File: src/rtl/fir_io_pkg.sv
// Shared definitions for the FIR output path: width defaults, nibble count and
// the serializer state encoding.
package fir_io_pkg;

    localparam int DATA_W_DEF = 32;
    localparam int NIB_W_DEF  = 4;
    localparam int NIBS       = DATA_W_DEF / NIB_W_DEF;

    typedef enum logic {
        IDLE = 1'b0,
        SEND = 1'b1
    } ser_state_t;

    function automatic int nib_count(input int data_w, input int nib_w);
        return data_w / nib_w;
    endfunction

endpackage

File: src/rtl/fir_sync_fifo.sv
// Generic synchronous FIFO. A push into a full FIFO is accepted only when a pop
// happens in the same cycle; the read word is presented combinationally at the head.
module fir_sync_fifo #(
    parameter int W     = 32,
    parameter int DEPTH = 4,
    localparam int AW   = $clog2(DEPTH)
) (
    input  logic          clk,
    input  logic          rst,
    input  logic          i_push,
    input  logic [W-1:0]  i_wdata,
    input  logic          i_pop,
    output logic [W-1:0]  o_rdata,
    output logic          o_full,
    output logic          o_empty,
    output logic [AW:0]   o_count
);

    logic [W-1:0]  r_mem [DEPTH];
    logic [AW-1:0] r_wr_ptr;
    logic [AW-1:0] r_rd_ptr;
    logic [AW:0]   r_count;
    logic          w_do_push;
    logic          w_do_pop;

    assign o_full    = (r_count == (AW+1)'(DEPTH));
    assign o_empty   = (r_count == '0);
    assign o_count   = r_count;
    assign o_rdata   = r_mem[r_rd_ptr];
    assign w_do_pop  = i_pop && !o_empty;
    assign w_do_push = i_push && (!o_full || w_do_pop);

    always_ff @(posedge clk) begin
        if (w_do_push) begin
            r_mem[r_wr_ptr] <= i_wdata;
        end
    end

    always_ff @(posedge clk) begin
        if (rst) begin
            r_wr_ptr <= '0;
            r_rd_ptr <= '0;
            r_count  <= '0;
        end else begin
            if (w_do_push) begin
                r_wr_ptr <= r_wr_ptr + 1'b1;
            end
            if (w_do_pop) begin
                r_rd_ptr <= r_rd_ptr + 1'b1;
            end
            if (w_do_push && !w_do_pop) begin
                r_count <= r_count + 1'b1;
            end else if (w_do_pop && !w_do_push) begin
                r_count <= r_count - 1'b1;
            end
        end
    end

endmodule

File: src/rtl/fir_out_serializer.sv
// Buffers FIR results and streams each word LSB-nibble-first with a frame strobe.
// Valid/ready: in_valid has no ready (the core cannot stall); out_hold freezes the stream.
module fir_out_serializer
    import fir_io_pkg::*;
#(
    parameter int DATA_W     = DATA_W_DEF,
    parameter int NIB_W      = NIB_W_DEF,
    parameter int FIFO_DEPTH = 4,
    parameter int CNT_W      = 8
) (
    input  logic              clk,
    input  logic              rst,
    input  logic              in_valid,
    input  logic [DATA_W-1:0] in_data,
    input  logic              out_hold,
    output logic              out_valid,
    output logic              out_frame,
    output logic [NIB_W-1:0]  out_nibble,
    output logic [CNT_W-1:0]  drop_cnt,
    output ser_state_t        dbg_state
);

    localparam int N_NIBS = nib_count(DATA_W, NIB_W);
    localparam int IDX_W  = (N_NIBS > 1) ? $clog2(N_NIBS) : 1;
    localparam int FAW    = $clog2(FIFO_DEPTH);
    localparam logic [IDX_W-1:0] LAST_IDX = IDX_W'(N_NIBS - 1);

    ser_state_t        r_state;
    ser_state_t        w_state_nxt;
    logic [IDX_W-1:0]  r_idx;
    logic [DATA_W-1:0] r_shift;
    logic [CNT_W-1:0]  r_drop;

    logic [DATA_W-1:0] w_fifo_rdata;
    logic              w_full;
    logic              w_empty;
    logic [FAW:0]      w_count;
    logic              w_load;
    logic              w_accept;
    logic              w_drop;

    // A load can only happen on an idle block or on the last nibble of a frame.
    assign w_load = !w_empty && !out_hold &&
                    ((r_state == IDLE) || ((r_state == SEND) && (r_idx == LAST_IDX)));
    assign w_accept = (w_count < (FAW+1)'(FIFO_DEPTH)) || (w_full && w_load);
    assign w_drop   = in_valid && !w_accept;

    fir_sync_fifo #(
        .W     (DATA_W),
        .DEPTH (FIFO_DEPTH)
    ) u_fifo (
        .clk     (clk),
        .rst     (rst),
        .i_push  (in_valid && w_accept),
        .i_wdata (in_data),
        .i_pop   (w_load),
        .o_rdata (w_fifo_rdata),
        .o_full  (w_full),
        .o_empty (w_empty),
        .o_count (w_count)
    );

    always_ff @(posedge clk) begin
        if (rst) begin
            r_state <= IDLE;
        end else begin
            r_state <= w_state_nxt;
        end
    end

    always_comb begin
        w_state_nxt = r_state;
        case (r_state)
            IDLE: begin
                if (w_load) begin
                    w_state_nxt = SEND;
                end
            end
            SEND: begin
                if (!out_hold && (r_idx == LAST_IDX) && !w_load) begin
                    w_state_nxt = IDLE;
                end
            end
            default: w_state_nxt = IDLE;
        endcase
    end

    always_comb begin
        out_valid  = 1'b0;
        out_frame  = 1'b0;
        out_nibble = '0;
        if (r_state == SEND) begin
            out_valid  = 1'b1;
            out_frame  = (r_idx == '0);
            out_nibble = r_shift[NIB_W-1:0];
        end
    end

    always_ff @(posedge clk) begin
        if (rst) begin
            r_shift <= '0;
            r_idx   <= '0;
        end else if (w_load) begin
            r_shift <= w_fifo_rdata;
            r_idx   <= '0;
        end else if ((r_state == SEND) && !out_hold) begin
            r_shift <= r_shift >> NIB_W;
            r_idx   <= (r_idx == LAST_IDX) ? '0 : r_idx + 1'b1;
        end
    end

    always_ff @(posedge clk) begin
        if (rst) begin
            r_drop <= '0;
        end else if (w_drop && (r_drop != '1)) begin
            r_drop <= r_drop + 1'b1;
        end
    end

    assign drop_cnt  = r_drop;
    assign dbg_state = r_state;

endmodule

File: config.mk
export PLATFORM = sky130hd
export DESIGN_NAME = fir_out_serializer
export DESIGN_NICKNAME = d
export VERILOG_FILES = /design/src/rtl/fir_io_pkg.sv /design/src/rtl/fir_sync_fifo.sv /design/src/rtl/fir_out_serializer.sv
export SDC_FILE = /design/constraint.sdc
export NUM_CORES = 1
export LEC_CHECK = 0
export BUFFER_PORTS_ARGS = -buffer_cell sky130_fd_sc_hd__buf_2
export CAP_MARGIN = 20
export CORE_ASPECT_RATIO = 0.75
export CORE_MARGIN = 10
export CORE_UTILIZATION = 47
export CTS_CLUSTER_SIZE = 8
export DETAILED_ROUTE_END_ITERATION = 7
export GPL_TIMING_DRIVEN = 0
export SLEW_MARGIN = 20
export SYNTH_ARGS = -nofsm -noshare
export SYNTH_HDL_FRONTEND = slang
export SYNTH_SLANG_ARGS = --single-unit
File: constraint.sdc
create_clock -name clk -period 2.85 [get_ports clk]
set_input_delay 0.57 -clock clk [delete_from_list [all_inputs] [get_ports clk]]
set_output_delay 0.57 -clock clk [all_outputs]
set_load 0.02 [all_outputs]
== Word level (Yosys, flattened, before mapping) ==
Memories as Yosys holds them, arrays and structs flattened. A register that Yosys moved wholly into a read port is not among the register bits.
Cells that the tools add are included.
Operators by class
  equal/unequal tests: 3
  bitwise operators: 1
  $add $sub $neg: 6
  multiplexer cells: 15
  order comparisons: 1
  reduce and logical (&&, ||, !) cells: 29
Operator list (count)
  $mux W32: 2
  $logic_and A1 B1 Y1: 14
  $mux W3: 3
  $add A8 B1 Y8 const B: 1
  $ne A8 B8 Y1 const B: 1
  $logic_not A1 Y1: 7
  $add A3 B1 Y3 const B: 2
  $eq A3 B3 Y1 const B: 2
  $logic_not A3 Y1: 2
  $mux W1: 6
  $add A2 B1 Y2 const B: 2
  $mux W2: 2
  $mux W4: 1
  $reduce_bool A2 Y1: 2
  $logic_or A1 B1 Y1: 3
  $lt A3 B3 Y1 const B: 1
  $sub A3 B1 Y3 const B: 1
  $pmux W1 S2: 1
  $reduce_or A2 Y1: 1
  $not A1 Y1: 1
Storage, ports and cells
  word-level logic and storage cells: 63
  register bits: 51
  memories kept: 1
  input port bits: 36
  output and inout bits: 15
  bits in writable memories: 128
Memories
  u_fifo.r_mem: words 4, bits a word 32, rd ports 1, clocked after Yosys merged registers in 1, wr ports 1, RTL line fir_sync_fifo.sv:19  | logic [W-1:0] r_mem [DEPTH];

== Logic depth before layout (Yosys ltp) ==
  depth in word-level cells: 12
  depth in mapped cells: 13
  depth with buffers taken out: 11

== By module ==
From an unflattened synthesis, not the netlist that was laid out.
Second synthesis, totals
  cells, all modules: 441
  area, all modules: 7267.0 um2
By module, submodules not included
  fir_sync_fifo: sequential area each 4023.9 um2, area each 5107.4 um2, times used 1, cells each 215
  fir_out_serializer: sequential area each 880.8 um2, area each 2159.6 um2, times used 1, cells each 226

== Least setup slack after synthesis ==
OpenSTA, ideal clock, no wires.
  path kind: register to register
  from: register r_idx[0]
  to: register u_fifo.r_count[2] (netlist: u_fifo.o_count[2])
  required time: 2778 ps
  arrival time: 2560 ps
  buffers on the path: 2
  period minus slack after synthesis: 2632 ps
  stages on the path, launching flop included: 14
  slack: 218 ps
  path through: dfxtp_1 ha_1 ha_1 nand2b_1 and3b_1 buf_6 clkinv_4 buf_12 ha_1 inv_1 fa_1 xor2_1 or3_1 a21oi_1
On the way
  word-level cells in the longest chain between the ends: 11
RTL lines
  start, declared: RTL line fir_out_serializer.sv:30  | logic [IDX_W-1:0] r_idx;
  start signal, assigned: RTL line fir_out_serializer.sv:108  | r_idx <= (r_idx == LAST_IDX) ? '0 : r_idx + 1'b1;
  $eq A3 B3 Y1 *: RTL line fir_out_serializer.sv:44  | ((r_state == IDLE) || ((r_state == SEND) && (r_idx == LAST_IDX)));
  $logic_and A1 B1 Y1 *: RTL line fir_out_serializer.sv:44
  $logic_or A1 B1 Y1 *: RTL line fir_out_serializer.sv:44
  $logic_and A1 B1 Y1 *: RTL line fir_out_serializer.sv:43  | assign w_load = !w_empty && !out_hold &&
  $logic_and A1 B1 Y1: RTL line fir_out_serializer.sv:45  | assign w_accept = (w_count < (FAW+1)'(FIFO_DEPTH)) || (w_full && w_load);
  $logic_or A1 B1 Y1: RTL line fir_out_serializer.sv:45
  $logic_and A1 B1 Y1: RTL line fir_out_serializer.sv:54  | .i_push (in_valid && w_accept),
  $logic_and A1 B1 Y1: RTL line fir_sync_fifo.sv:31  | assign w_do_push = i_push && (!o_full || w_do_pop);
  $logic_not A1 Y1: RTL line fir_sync_fifo.sv:53  | end else if (w_do_pop && !w_do_push) begin
  $logic_and A1 B1 Y1: RTL line fir_sync_fifo.sv:53
  $reduce_bool A2 Y1 (no source line)
  end signal, assigned: RTL line fir_sync_fifo.sv:52  | r_count <= r_count + 1'b1;
  end signal, assigned: RTL line fir_sync_fifo.sv:54  | r_count <= r_count - 1'b1;
  end, declared: RTL line fir_sync_fifo.sv:22  | logic [AW:0] r_count;
Mark *: on every way between the ends. The rest lies on a longest branch, timed or not.
A chain may end at the register's enable or synchronous reset.

== Worst setup path in the final report ==
Ends and elaborated chain as after synthesis.

==> impl_metrics.yaml <==
run_status:
  outcome: "finished, final reports clean"
yosys:
  yosysWarnings: 0
  yosysTopAreaCellShare_pct: 52.1
  syn_nets: 519
  avgSynthCellArea_sq_um: 15.6
  ys_top_cells_by_count: "edfxtp_1, dfxtp_1, nor2_1"
  synth_top_family_by_area: "compound AO/OA/AOI/OAI gates"
  synth.cell_area_sq_mm: 0.00738
  synthMuxAreaShare_pct: 10.3
  synth_fa_ha_area_share_pct: 1.80
  synth_most_common_cell: "edfxtp_1"
  synth_ff_type: "edfxtp_1"
  synth_top_area_cell: "edfxtp_1"
  ys_ff_latch: 181
  synth-xor-area-share_pct: 0.356
  synth_seq_area_share_pct: 66.4
  async_flop_share_pct: 0
  syn_inst: 473
  synth.top_cells.by_area: "edfxtp_1, dfxtp_1, mux4_2"
  synth_simple_gate_area_share_pct: 7.29
  ys_types: 48
  synth_edf_count: 128
  synth_compound_area_share_pct: 10.7
worst_setup_path:
  cp.arrival_ps: 3040
  startpoint: "r_idx[0]$_SDFFE_PP0P_"
  r2r_slack_ps: 170
  end_kind: "flip-flop"
  critPathMaxFanout: 13
  crit_type: "flip-flop to flip-flop"
  worst_path_most_repeated_cell: "ha_2"
  cp.required_ps: 3210
  r2r-end: "u_fifo.o_count[2]$_SDFFE_PP0P_"
  cp-start-kind: "flip-flop"
  cpMaxStageDelayCell: "fa_1"
  rr_worst_depth: 12
  max_stage_delay_ps: 370
  r2r-start: "r_idx[0]$_SDFFE_PP0P_"
  cp-endpoint: "u_fifo.o_count[2]$_SDFFE_PP0P_"
  cp_cell_sequence: "ha_1 > ha_2 > nand2b_4 > and3b_1 > buf_6 > clkinv_4 > ha_2 > inv_1 > fa_1 > xor2_1 > or3_1 > a21oi_2"
global_routing:
  grt_max_degree: 18
  grt.overflow.total: 0
  antenna_found_initial: 0
  grt_pass1_wl_um: 23000
  grt_use_total_pct: 14.2
  grt_pass1_vias: 4356
floorplanning:
  initial_utilization_pct: 48.2
  die_w_um: 165
  fp.coreArea_sq_mm: 0.0153
  placementRows: 39
  die_h_um: 129
  dieArea_sq_mm: 0.0212
  ioPinCount: 51
routing:
  firstDrtPassIters: 4
  final_antenna_net_count: 0
  drc: 0
  wl_um: 14100
  via_per_inst: 5.32
  vias: 4048
  drtIter0Drc: 215
  wl_per_cell_um: 18.6
clock_tree:
  hold_buffers: 0
  cts_root_buffer: "clkbuf_16"
  htreeDepth: 4
  post_cts_buffers: 0
  clkTransAtPathRegs_ps: 70
  cts_tree: "built"
  clk_latency_ps: 430
  cts_buffer_depth: 2
  cts.sink_count: 181
  cts_made_buffers: 17
placed_design:
  place_congestion: 0.749
  pre_cts_ws_ps: 10.7
  placed_cell_area_sq_mm: 0.00800
  numPlacedInstances: 730
  hpwl_um: 9510
  io_buffers: 48
sta:
  setup_viol: 0
  worst_slack_ps: 168
  worst_slew_pin_slew_ps: 751
  finalHoldViolations: 0
  report.final.slew_viol_count: 0
  holdWs_ps: 354
  maxClockFrequency_ghz: 0.373
  finalCriticalPeriod_ps: 2680
  finClkSkew_ps: 6.22
  maxSlewHeadroom_pct: 49.9
  finalCritPeriodShare_pct: 94.1
  rsz0062_at_grt: "false"
power_and_ir_drop:
  power_w: 0.00785
  irDropWorstVdd_uv: 509
  p_leak_nw: 2.87
  power_density_mw_per_mm2: 915
finish:
  diodes: 0
  nNetsFinal: 589
  num-fill-cells: 1271
  final_cells: 761
  drive_gt1_share_pct: 36.0
  finalInstanceArea_sq_mm: 0.00857
  area_delta_synth_final_pct: 16.1
job:
  drv_cap: 0
worst_hold_path:
  whs_path_depth: 1
  min_path_type: "primary input to flip-flop"
worst max-delay path: cells and delay by family, from the launching register on:
family / cells / cell delay (ps)
xor+xnor: 1 / 170
flops: 1 / 340
compound gates: 1 / 110
fa+ha+maj: 4 / 970
buf+inv: 3 / 350
simple gates: 3 / 660
sequential cells by signal (all words and copies together) (netlist names), named ones only:
register         cells
drop_cnt             8
r_shift             32
dbg_state            1
u_fifo.o_count       3
r_idx                3
u_fifo.r_rd_ptr      2
u_fifo.r_mem       128
u_fifo.r_wr_ptr      2
kinds of logic (layout without fill, tap and decap cells):
family / count (synthesis) / after routing
DFF: 181 / 181
and+or+nand+nor: 116 / 116
AOI/OAI and AO/OA: 88 / 88
buffers and inverters: 39 / 122
muxes: 36 / 36
adders and majority gates: 10 / 10
xor gates and xnor gates: 3 / 3
where the power goes:
| part | switching (W) | total [W] | internal (W) |
|---|---|---|---|
| Combinational | 0.00123 | 0.00216 | 0.000933 |
| Sequential | 0.000185 | 0.00340 | 0.00321 |
| Clock | 0.000991 | 0.00229 | 0.00130 |
| Total | 0.00240 | 0.00785 | 0.00544 |
placed cells by master (no fill, tap or decap), types with 6 or more instances in the layout:
master | synthesis | layout
buf_2 | 7 | 55
nor3_1 | 6 | 6
or3_1 | 7 | 7
a21oi_1 | 11 | 10
o21ai_0 | 10 | 10
edfxtp_1 | 128 | 128
clkbuf_1 | 11 | 12
nor2_1 | 42 | 42
dfxtp_1 | 53 | 52
nand2_1 | 34 | 34
ha_1 | 9 | 7
a21oi_2 | 28 | 29
a211oi_2 | 28 | 28
clkbuf_16 | 0 | 17
inv_1 | 8 | 8
mux4_2 | 32 | 32
how the worst min path moves through the flow:
stage                                         start                              end  slack, ps
finish                                  in_data[23]    u_fifo.r_mem[3][23]$_DFFE_PP_        350
global route                             in_data[8]     u_fifo.r_mem[0][8]$_DFFE_PP_        340
CTS                                     in_data[14]    u_fifo.r_mem[2][14]$_DFFE_PP_        330
detailed placement  u_fifo.r_rd_ptr[1]$_SDFFE_PP0N_  u_fifo.r_rd_ptr[1]$_SDFFE_PP0N_        490
global placement    u_fifo.r_rd_ptr[1]$_SDFFE_PP0N_  u_fifo.r_rd_ptr[1]$_SDFFE_PP0N_        470
floorplan           u_fifo.r_rd_ptr[1]$_SDFFE_PP0N_                        flip-flop        460
stage by stage:
stage / TNS [ps] / util [%]
CTS: 0 / 56.0
detailed placement: 0 / 52.2
global route: 0 / 55.9
finish: 0 / 55.9
global placement: -58720 / 51.4
floorplan: 0 / -
layer usage:
| layer | GRT usage [%] | vias to the layer above | wire length [um] |
|---|---|---|---|
| li1 | - | 1948 | - |
| met1 | 18.5 | 2012 | 6600 |
| met2 | 22.5 | 74 | 6680 |
| met3 | 3.89 | 14 | 665 |
| met4 | 4.99 | 0 | 176 |
| met5 | 0 | - | 0 |
layout make-up:
class / count / area, sq um / area share (%)
repair buffers: 52 / 350 / 4.09
inverters: 9 / 38.8 / 0.452
multi-input cells: 253 / 2270 / 26.5
clock inverters: 14 / 149 / 1.74
clock buffers: 18 / 429 / 5.01
flip-flops and latches: 181 / 4910 / 57.2
well taps: 205 / 256 / 2.99
plain buffers: 29 / 174 / 2.03
timing repair:
action | in CTS | in global routing
gates resized for setup | 1 | 4
endpoints found under the setup margin | 1 | 1
pin swaps | 0 | 1
(Power assumes the default switching activity.)
